### src/rtl/mem_arbiter_if.sv
// mem_arbiter_if: request/response bundle between the two client sides, the arbiter and the shared memory.
interface mem_arbiter_if;
    logic        hlt;
    logic        i_req;
    logic [15:0] i_addr;
    logic        i_ready;
    logic [15:0] i_rdata;
    logic        d_req;
    logic        d_wr;
    logic [15:0] d_addr;
    logic [15:0] d_wdata;
    logic        d_ready;
    logic [15:0] d_rdata;
    logic        mem_enable;
    logic        mem_wr;
    logic [15:0] mem_addr;
    logic [15:0] mem_data_in;
    logic [15:0] mem_data_out;
    modport master (
        output hlt, i_req, i_addr, d_req, d_wr, d_addr, d_wdata, mem_data_out,
        input  i_ready, i_rdata, d_ready, d_rdata, mem_enable, mem_wr, mem_addr, mem_data_in
    );
    modport slave (
        input  hlt, i_req, i_addr, d_req, d_wr, d_addr, d_wdata, mem_data_out,
        output i_ready, i_rdata, d_ready, d_rdata, mem_enable, mem_wr, mem_addr, mem_data_in
    );
endinterface

### src/rtl/mem_arbiter.sv
// mem_arbiter: shares one fixed-latency memory between instruction and data sides,
// data first, with a starve counter that forces an instruction grant after two data wins.
module mem_arbiter #(
    parameter int LATENCY = 4
) (
    input logic          clk,
    input logic          rst_n,
    mem_arbiter_if.slave bus
);
    typedef enum logic [1:0] {IDLE, I_BUSY, D_BUSY} state_t;
    localparam logic [3:0] LAT  = 4'(LATENCY);
    localparam logic       FAST = (LATENCY == 1);
    state_t      r_state;
    logic [1:0]  r_starve;
    logic [3:0]  r_cnt;
    logic        r_d_wr;
    logic        r_i_ready;
    logic        r_d_ready;
    logic        r_mem_enable;
    logic        r_mem_wr;
    logic [15:0] r_mem_addr;
    logic [15:0] r_mem_data_in;
    logic [15:0] r_i_rdata;
    logic [15:0] r_d_rdata;
    logic        w_idle;
    logic        w_grant_i;
    logic        w_grant_d;
    assign w_idle    = (r_state == IDLE) && !bus.hlt;
    assign w_grant_i = w_idle && bus.i_req && (r_starve == 2'd2 || !bus.d_req);
    assign w_grant_d = w_idle && bus.d_req && !w_grant_i;
    // ready is registered one edge early so it lands on the cycle the counter reads 1
    always_ff @(posedge clk or negedge rst_n) begin
        if (!rst_n) begin
            r_state       <= IDLE;
            r_starve      <= 2'd0;
            r_cnt         <= 4'd0;
            r_d_wr        <= 1'b0;
            r_i_ready     <= 1'b0;
            r_d_ready     <= 1'b0;
            r_mem_enable  <= 1'b0;
            r_mem_wr      <= 1'b0;
            r_mem_addr    <= 16'd0;
            r_mem_data_in <= 16'd0;
            r_i_rdata     <= 16'd0;
            r_d_rdata     <= 16'd0;
        end else begin
            r_mem_enable <= w_grant_i || w_grant_d;
            r_mem_wr     <= w_grant_d && bus.d_wr;
            r_i_ready    <= (w_grant_i && FAST) || (r_state == I_BUSY && r_cnt == 4'd2);
            r_d_ready    <= (w_grant_d && FAST) || (r_state == D_BUSY && r_cnt == 4'd2);
            case (r_state)
                IDLE: begin
                    if (w_grant_i) begin
                        r_state    <= I_BUSY;
                        r_starve   <= 2'd0;
                        r_mem_addr <= bus.i_addr;
                        r_cnt      <= LAT;
                    end else if (w_grant_d) begin
                        r_state       <= D_BUSY;
                        r_starve      <= bus.i_req ? r_starve + 2'd1 : 2'd0;
                        r_mem_addr    <= bus.d_addr;
                        r_mem_data_in <= bus.d_wdata;
                        r_d_wr        <= bus.d_wr;
                        r_cnt         <= LAT;
                    end else if (!bus.i_req) begin
                        r_starve <= 2'd0;
                    end
                end
                default: begin
                    r_cnt <= r_cnt - 4'd1;
                    if (r_cnt == 4'd1) begin
                        r_state <= IDLE;
                        if (r_state == I_BUSY) r_i_rdata <= bus.mem_data_out;
                        else if (!r_d_wr) r_d_rdata <= bus.mem_data_out;
                    end
                end
            endcase
        end
    end
    assign bus.i_ready     = r_i_ready;
    assign bus.d_ready     = r_d_ready;
    assign bus.i_rdata     = r_i_ready ? bus.mem_data_out : r_i_rdata;
    assign bus.d_rdata     = (r_d_ready && !r_d_wr) ? bus.mem_data_out : r_d_rdata;
    assign bus.mem_enable  = r_mem_enable;
    assign bus.mem_wr      = r_mem_wr;
    assign bus.mem_addr    = r_mem_addr;
    assign bus.mem_data_in = r_mem_data_in;
endmodule
### src/flat_wrapper.sv
// flat-port wrapper written by rule: the top's interface ports become plain ports
module mem_arbiter_flat 
#(
    parameter int LATENCY = 4
)
  (clk, rst_n, bus_hlt, bus_i_req, bus_i_addr, bus_d_req, bus_d_wr, bus_d_addr, bus_d_wdata, bus_mem_data_out, bus_i_ready, bus_i_rdata, bus_d_ready, bus_d_rdata, bus_mem_enable, bus_mem_wr, bus_mem_addr, bus_mem_data_in);
  mem_arbiter_if bus_i ();
  input logic clk;
  input logic rst_n;
  input wire logic [$bits(bus_i.hlt)-1:0] bus_hlt;
  input wire logic [$bits(bus_i.i_req)-1:0] bus_i_req;
  input wire logic [$bits(bus_i.i_addr)-1:0] bus_i_addr;
  input wire logic [$bits(bus_i.d_req)-1:0] bus_d_req;
  input wire logic [$bits(bus_i.d_wr)-1:0] bus_d_wr;
  input wire logic [$bits(bus_i.d_addr)-1:0] bus_d_addr;
  input wire logic [$bits(bus_i.d_wdata)-1:0] bus_d_wdata;
  input wire logic [$bits(bus_i.mem_data_out)-1:0] bus_mem_data_out;
  output wire logic [$bits(bus_i.i_ready)-1:0] bus_i_ready;
  output wire logic [$bits(bus_i.i_rdata)-1:0] bus_i_rdata;
  output wire logic [$bits(bus_i.d_ready)-1:0] bus_d_ready;
  output wire logic [$bits(bus_i.d_rdata)-1:0] bus_d_rdata;
  output wire logic [$bits(bus_i.mem_enable)-1:0] bus_mem_enable;
  output wire logic [$bits(bus_i.mem_wr)-1:0] bus_mem_wr;
  output wire logic [$bits(bus_i.mem_addr)-1:0] bus_mem_addr;
  output wire logic [$bits(bus_i.mem_data_in)-1:0] bus_mem_data_in;
  assign bus_i.hlt = bus_hlt;
  assign bus_i.i_req = bus_i_req;
  assign bus_i.i_addr = bus_i_addr;
  assign bus_i.d_req = bus_d_req;
  assign bus_i.d_wr = bus_d_wr;
  assign bus_i.d_addr = bus_d_addr;
  assign bus_i.d_wdata = bus_d_wdata;
  assign bus_i.mem_data_out = bus_mem_data_out;
  assign bus_i_ready = bus_i.i_ready;
  assign bus_i_rdata = bus_i.i_rdata;
  assign bus_d_ready = bus_i.d_ready;
  assign bus_d_rdata = bus_i.d_rdata;
  assign bus_mem_enable = bus_i.mem_enable;
  assign bus_mem_wr = bus_i.mem_wr;
  assign bus_mem_addr = bus_i.mem_addr;
  assign bus_mem_data_in = bus_i.mem_data_in;
  mem_arbiter #(.LATENCY(LATENCY)) u_core (.clk(clk), .rst_n(rst_n), .bus(bus_i));
endmodule
### config.mk
export PLATFORM = sky130hd
export DESIGN_NAME = mem_arbiter_flat
export DESIGN_NICKNAME = d
export VERILOG_FILES = /design/src/rtl/mem_arbiter_if.sv /design/src/rtl/mem_arbiter.sv /design/src/flat_wrapper.sv
export SDC_FILE = /design/constraint.sdc
export NUM_CORES = 1
export LEC_CHECK = 0
export CAP_MARGIN = 15
export CORE_UTILIZATION = 35
export CTS_CLUSTER_SIZE = 24
export DETAILED_ROUTE_END_ITERATION = 10
export HOLD_SLACK_MARGIN = 0.05
export PLACE_DENSITY = 0.65
export SLEW_MARGIN = 15
export SYNTH_ARGS = -nofsm -noshare
export SYNTH_HDL_FRONTEND = slang
export SYNTH_SLANG_ARGS = --single-unit
### constraint.sdc
create_clock -name clk -period 2 [get_ports clk]
set_input_delay 0.4 -clock clk [delete_from_list [all_inputs] [get_ports clk]]
set_output_delay 0.4 -clock clk [all_outputs]
set_load 0.05 [all_outputs]
==> results.py, run 1 <==
metrics = {
    "critical_path": {
        "path_cells": "clkdlybuf4s50_1",
        "startpoint_type": "flip-flop",
        "crit_fanout": 2,
        "critPathArrivalTime_ps": 1540,
        "slowest_delay_ps": 830,
        "crit_slowest_cell": "sky130_fd_sc_hd__clkdlybuf4s50_1",
        "critical-path-top-delay-family": "buffers and inverters",
        "timing.setup.critical_path_class": "flip-flop to output pin",
        "worst_path_bufs_invs": 1,
        "critPathRequiredTime_ps": 1600,
        "crit_path_end_kind": "output pin",
    },
    "timing": {
        "fin_ws_ps": 58.42,
        "max_freq_mhz": 515.0,
        "timing_hold_violations_final": 0,
        "slew_headroom": 0.6458,
        "worstMarginPinSlew_ps": 529.6,
        "crit_share_post_route": 0.9708,
        "fin_skew_ps": 9.836,
        "period_needed_ps": 1942,
        "rsz0062_at_grt": "no",
        "slew_violations": 0,
        "setup_viol": 0,
    },
    "floorplanning": {
        "die_y_extent_um": 105.8,
        "row_count": 37,
        "floorplan.initialDensity": 0.3633,
        "ios": 138,
        "die_x_um": 105.8,
        "design.core.area_um2": 10370,
        "die_area_um2": 11180,
    },
    "grt": {
        "initial_antenna_violation_count": 0,
        "grt-ovfl-total": 0,
        "grt_max_degree": 39,
        "grt_pass1_vias": 3141,
        "grt.total_usage": 0.1786,
        "grt_first_pass_wirelength_um": 15750,
    },
    "final_layout": {
        "diode_count": 0,
        "final_net_count": 541,
        "post_route_non_filler_standard_cell_count": 607,
        "drive_above_1_share": 0.2887,
        "syn2layout_area_growth_pct": 56.59,
        "nFillCells": 876,
        "finalCoreUtilization": 0.5689,
    },
    "cts": {
        "post-cts-setup-buffers": 0,
        "ctsHtreeMaxLevel": 3,
        "tritoncts.num_buffers": 9,
        "tritoncts": "done",
        "max-clock-path-buffers": 2,
        "clock_tree.root_cell": "sky130_fd_sc_hd__clkbuf_8",
        "clkSinkCount": 77,
        "clkTransAtPathRegs_ps": 80,
        "worst_skew_pair.late_latency_ps": 350,
    },
    "power": {
        "p_per_area_nw_per_um2": 1841,
        "total_power_mw": 10.86,
        "standby_leakage_power_nw": 2.485,
        "irDropWorstVdd_mv": 0.8534,
    },
    "logic_synthesis": {
        "synth_edf_count": 0,
        "syn_area_per_cell_um2": 11.49,
        "yosys_warnings": 0,
        "sequential_to_total_area_share_from_yosys_stat": 0.5115,
        "asyncSetResetFlopFracSynth": 1.000,
        "number_of_synthesized_register_bits": 77,
        "synth.distinct_cells": 39,
        "synth_cells": 328,
        "dominantRegCellSynth": "sky130_fd_sc_hd__dfrtp_1",
        "mappedNetlistArea_um2": 3767,
        "synth.net_count": 402,
    },
    "route": {
        "dr.pass1.iters": 4,
        "route.detailed.vias_per_inst": 5.074,
        "via_count": 3080,
        "wl_um": 9560,
        "post-route-drc-count": 0,
        "violation_count_after_the_first_detailed_route_iteration": 53,
        "route.antenna.remaining_nets": 0,
        "wire_per_inst_um": 15.75,
    },
    "placement": {
        "dp_cell_count": 591,
        "preCtsSetupSlack_ps": -1.509,
        "finalWeightedCongestion": 0.7513,
        "place.port_buffers": 137,
        "post-dp-hpwl_um": 6985,
    },
    "hold_path": {
        "worstHoldPathType": "flip-flop to flip-flop",
    },
    "flow_run": {
        "drv_cap": 0,
    },
    "outcome": {
        "status": "complete, no violations",
    },
}
-- stage by stage --
stage	hold WS, ps	TNS (ps)	instance area, um^2
global route	511.9	0	5899
floorplan	104.4	0	3771
CTS	500.2	0	5873
detailed placement	406.0	-1.509	5659
global placement	398.5	0	5659
finish	495.1	0	5899
-- cells in the final DEF, fill, tap and decap left out, drive strengths merged, types with 2 or more instances in the layout --
master and n:
dfrtp 77, clkdlybuf4s50 101, inv 4, a21oi 16
nor2 5, a21bo 2, clkinv 3, nand4b 2
mux2 65, o21ai 5, nand3 2, clkbuf 11
nand2 53, nor3b 2, ha 4, nand4 16
a31oi 16, nand2b 2, nor2b 2, o31ai 17
buf 53
-- repair_timing --
item                                    in CTS  in global routing
gates resized for setup                      2                  4
hold buffers                                 1                  0
hold endpoints to repair                    35                  0
endpoints found under the setup margin      32                 27
-- state kept, by name, indices dropped and copies added, names as in the netlist --
signal                  cells
u_core.bus.d_ready          1
u_core.bus.i_ready          1
u_core.r_d_rdata           16
u_core.bus.mem_addr        16
u_core.r_cnt                4
u_core.r_state              2
u_core.r_d_wr               1
u_core.bus.mem_data_in     16
u_core.bus.mem_wr           1
u_core.r_starve             2
u_core.r_i_rdata           16
u_core.bus.mem_enable       1
-- synthesized netlist by cell type (3+ instances only) --
cell / count / area share
sky130_fd_sc_hd__dfrtp_1: 77 / 0.51
sky130_fd_sc_hd__nand2_1: 53 / 0.053
sky130_fd_sc_hd__mux2_2: 49 / 0.15
sky130_fd_sc_hd__a21oi_1: 16 / 0.021
sky130_fd_sc_hd__a31oi_1: 16 / 0.027
sky130_fd_sc_hd__mux2_1: 16 / 0.048
sky130_fd_sc_hd__nand4_1: 16 / 0.027
sky130_fd_sc_hd__clkbuf_1: 15 / 0.015
sky130_fd_sc_hd__o31ai_1: 9 / 0.018
sky130_fd_sc_hd__o31ai_2: 8 / 0.027
sky130_fd_sc_hd__buf_2: 5 / 0.0066
sky130_fd_sc_hd__buf_6: 4 / 0.012
sky130_fd_sc_hd__ha_1: 4 / 0.013
sky130_fd_sc_hd__inv_1: 4 / 0.0040
sky130_fd_sc_hd__o21ai_0: 4 / 0.0053
sky130_fd_sc_hd__nor2_1: 3 / 0.0030
-- logic make-up after synthesis --
kind of cell	Yosys count	share of synthesized area
XOR/XNOR	1	0.002325
AND/OR/NAND/NOR	88	0.1176
multiplexers	66	0.1969
buffers and inverters	32	0.04549
flip-flops	77	0.5115
adder cells (fa/ha/maj)	4	0.01329
AO/OA/AOI/OAI	60	0.1129
-- report_power, final --
part / internal, mW / switching (mW)
Clock: 0.634 / 0.556
Combinational: 2.99 / 3.87
Sequential: 2.31 / 0.492
Total: 5.94 / 4.92
-- worst paths after layout --
path,start,to,slack [ps],cells after the start
min,u_core.bus.mem_data_in[14]$_DFFE_PN0P_,u_core.bus.mem_data_in[14]$_DFFE_PN0P_,500,1
min reg2reg,u_core.bus.mem_data_in[14]$_DFFE_PN0P_,u_core.bus.mem_data_in[14]$_DFFE_PN0P_,500,1
max reg2reg,u_core.r_state[0]$_DFFE_PN0P_,u_core.bus.mem_addr[8]$_DFFE_PN0P_,320,4
max in group asynchronous,rst_n,u_core.r_d_rdata[5]$_DFFE_PN0P_,790,3
max,u_core.bus.mem_data_in[10]$_DFFE_PN0P_,bus_mem_data_in[10],60,1
min in group asynchronous,rst_n,u_core.r_i_rdata[6]$_DFFE_PN0P_,580,2
-- per-layer routing --
| layer | up-vias | global-route usage | wire length (um) |
|---|---|---|---|
| met1 | 1483 | 0.2329 | 4309 |
| met5 | - | 0 | 0 |
| li1 | 1456 | - | - |
| met4 | 0 | 0.06250 | 115 |
| met3 | 10 | 0.03463 | 657 |
| met2 | 131 | 0.2955 | 4477 |
-- worst register-to-register path, delay by kind of cell (launching register included) --
family	cells	cell delay, ps
AO/OA/AOI/OAI	2	410
buffers and inverters	1	220
flip-flops	1	510
AND/OR/NAND/NOR	1	420
-- cell type report --
cell class / count / area, um^2 / share of cell area
tap: 136 / 170.2 / 0.02884
sequential: 77 / 1932 / 0.3275
clock buffer: 11 / 151.4 / 0.02566
inverter: 5 / 18.77 / 0.003181
timing repair buffer: 155 / 1886 / 0.3196
multi-input combinational: 219 / 1694 / 0.2872
clock inverter: 4 / 47.55 / 0.008059
(Power assumes the default switching activity.)
==> run 2, diff against run 1 <==
--- a/config.mk
+++ b/config.mk
@@ -9,6 +9,7 @@
 export CORE_UTILIZATION = 35
 export CTS_CLUSTER_SIZE = 24
 export DETAILED_ROUTE_END_ITERATION = 10
+export GPL_ROUTABILITY_DRIVEN = 0
 export HOLD_SLACK_MARGIN = 0.05
 export PLACE_DENSITY = 0.65
 export SLEW_MARGIN = 15
==> results of run 2 <==
The final DEF is identical to that of run 1; final timing and power are the same.
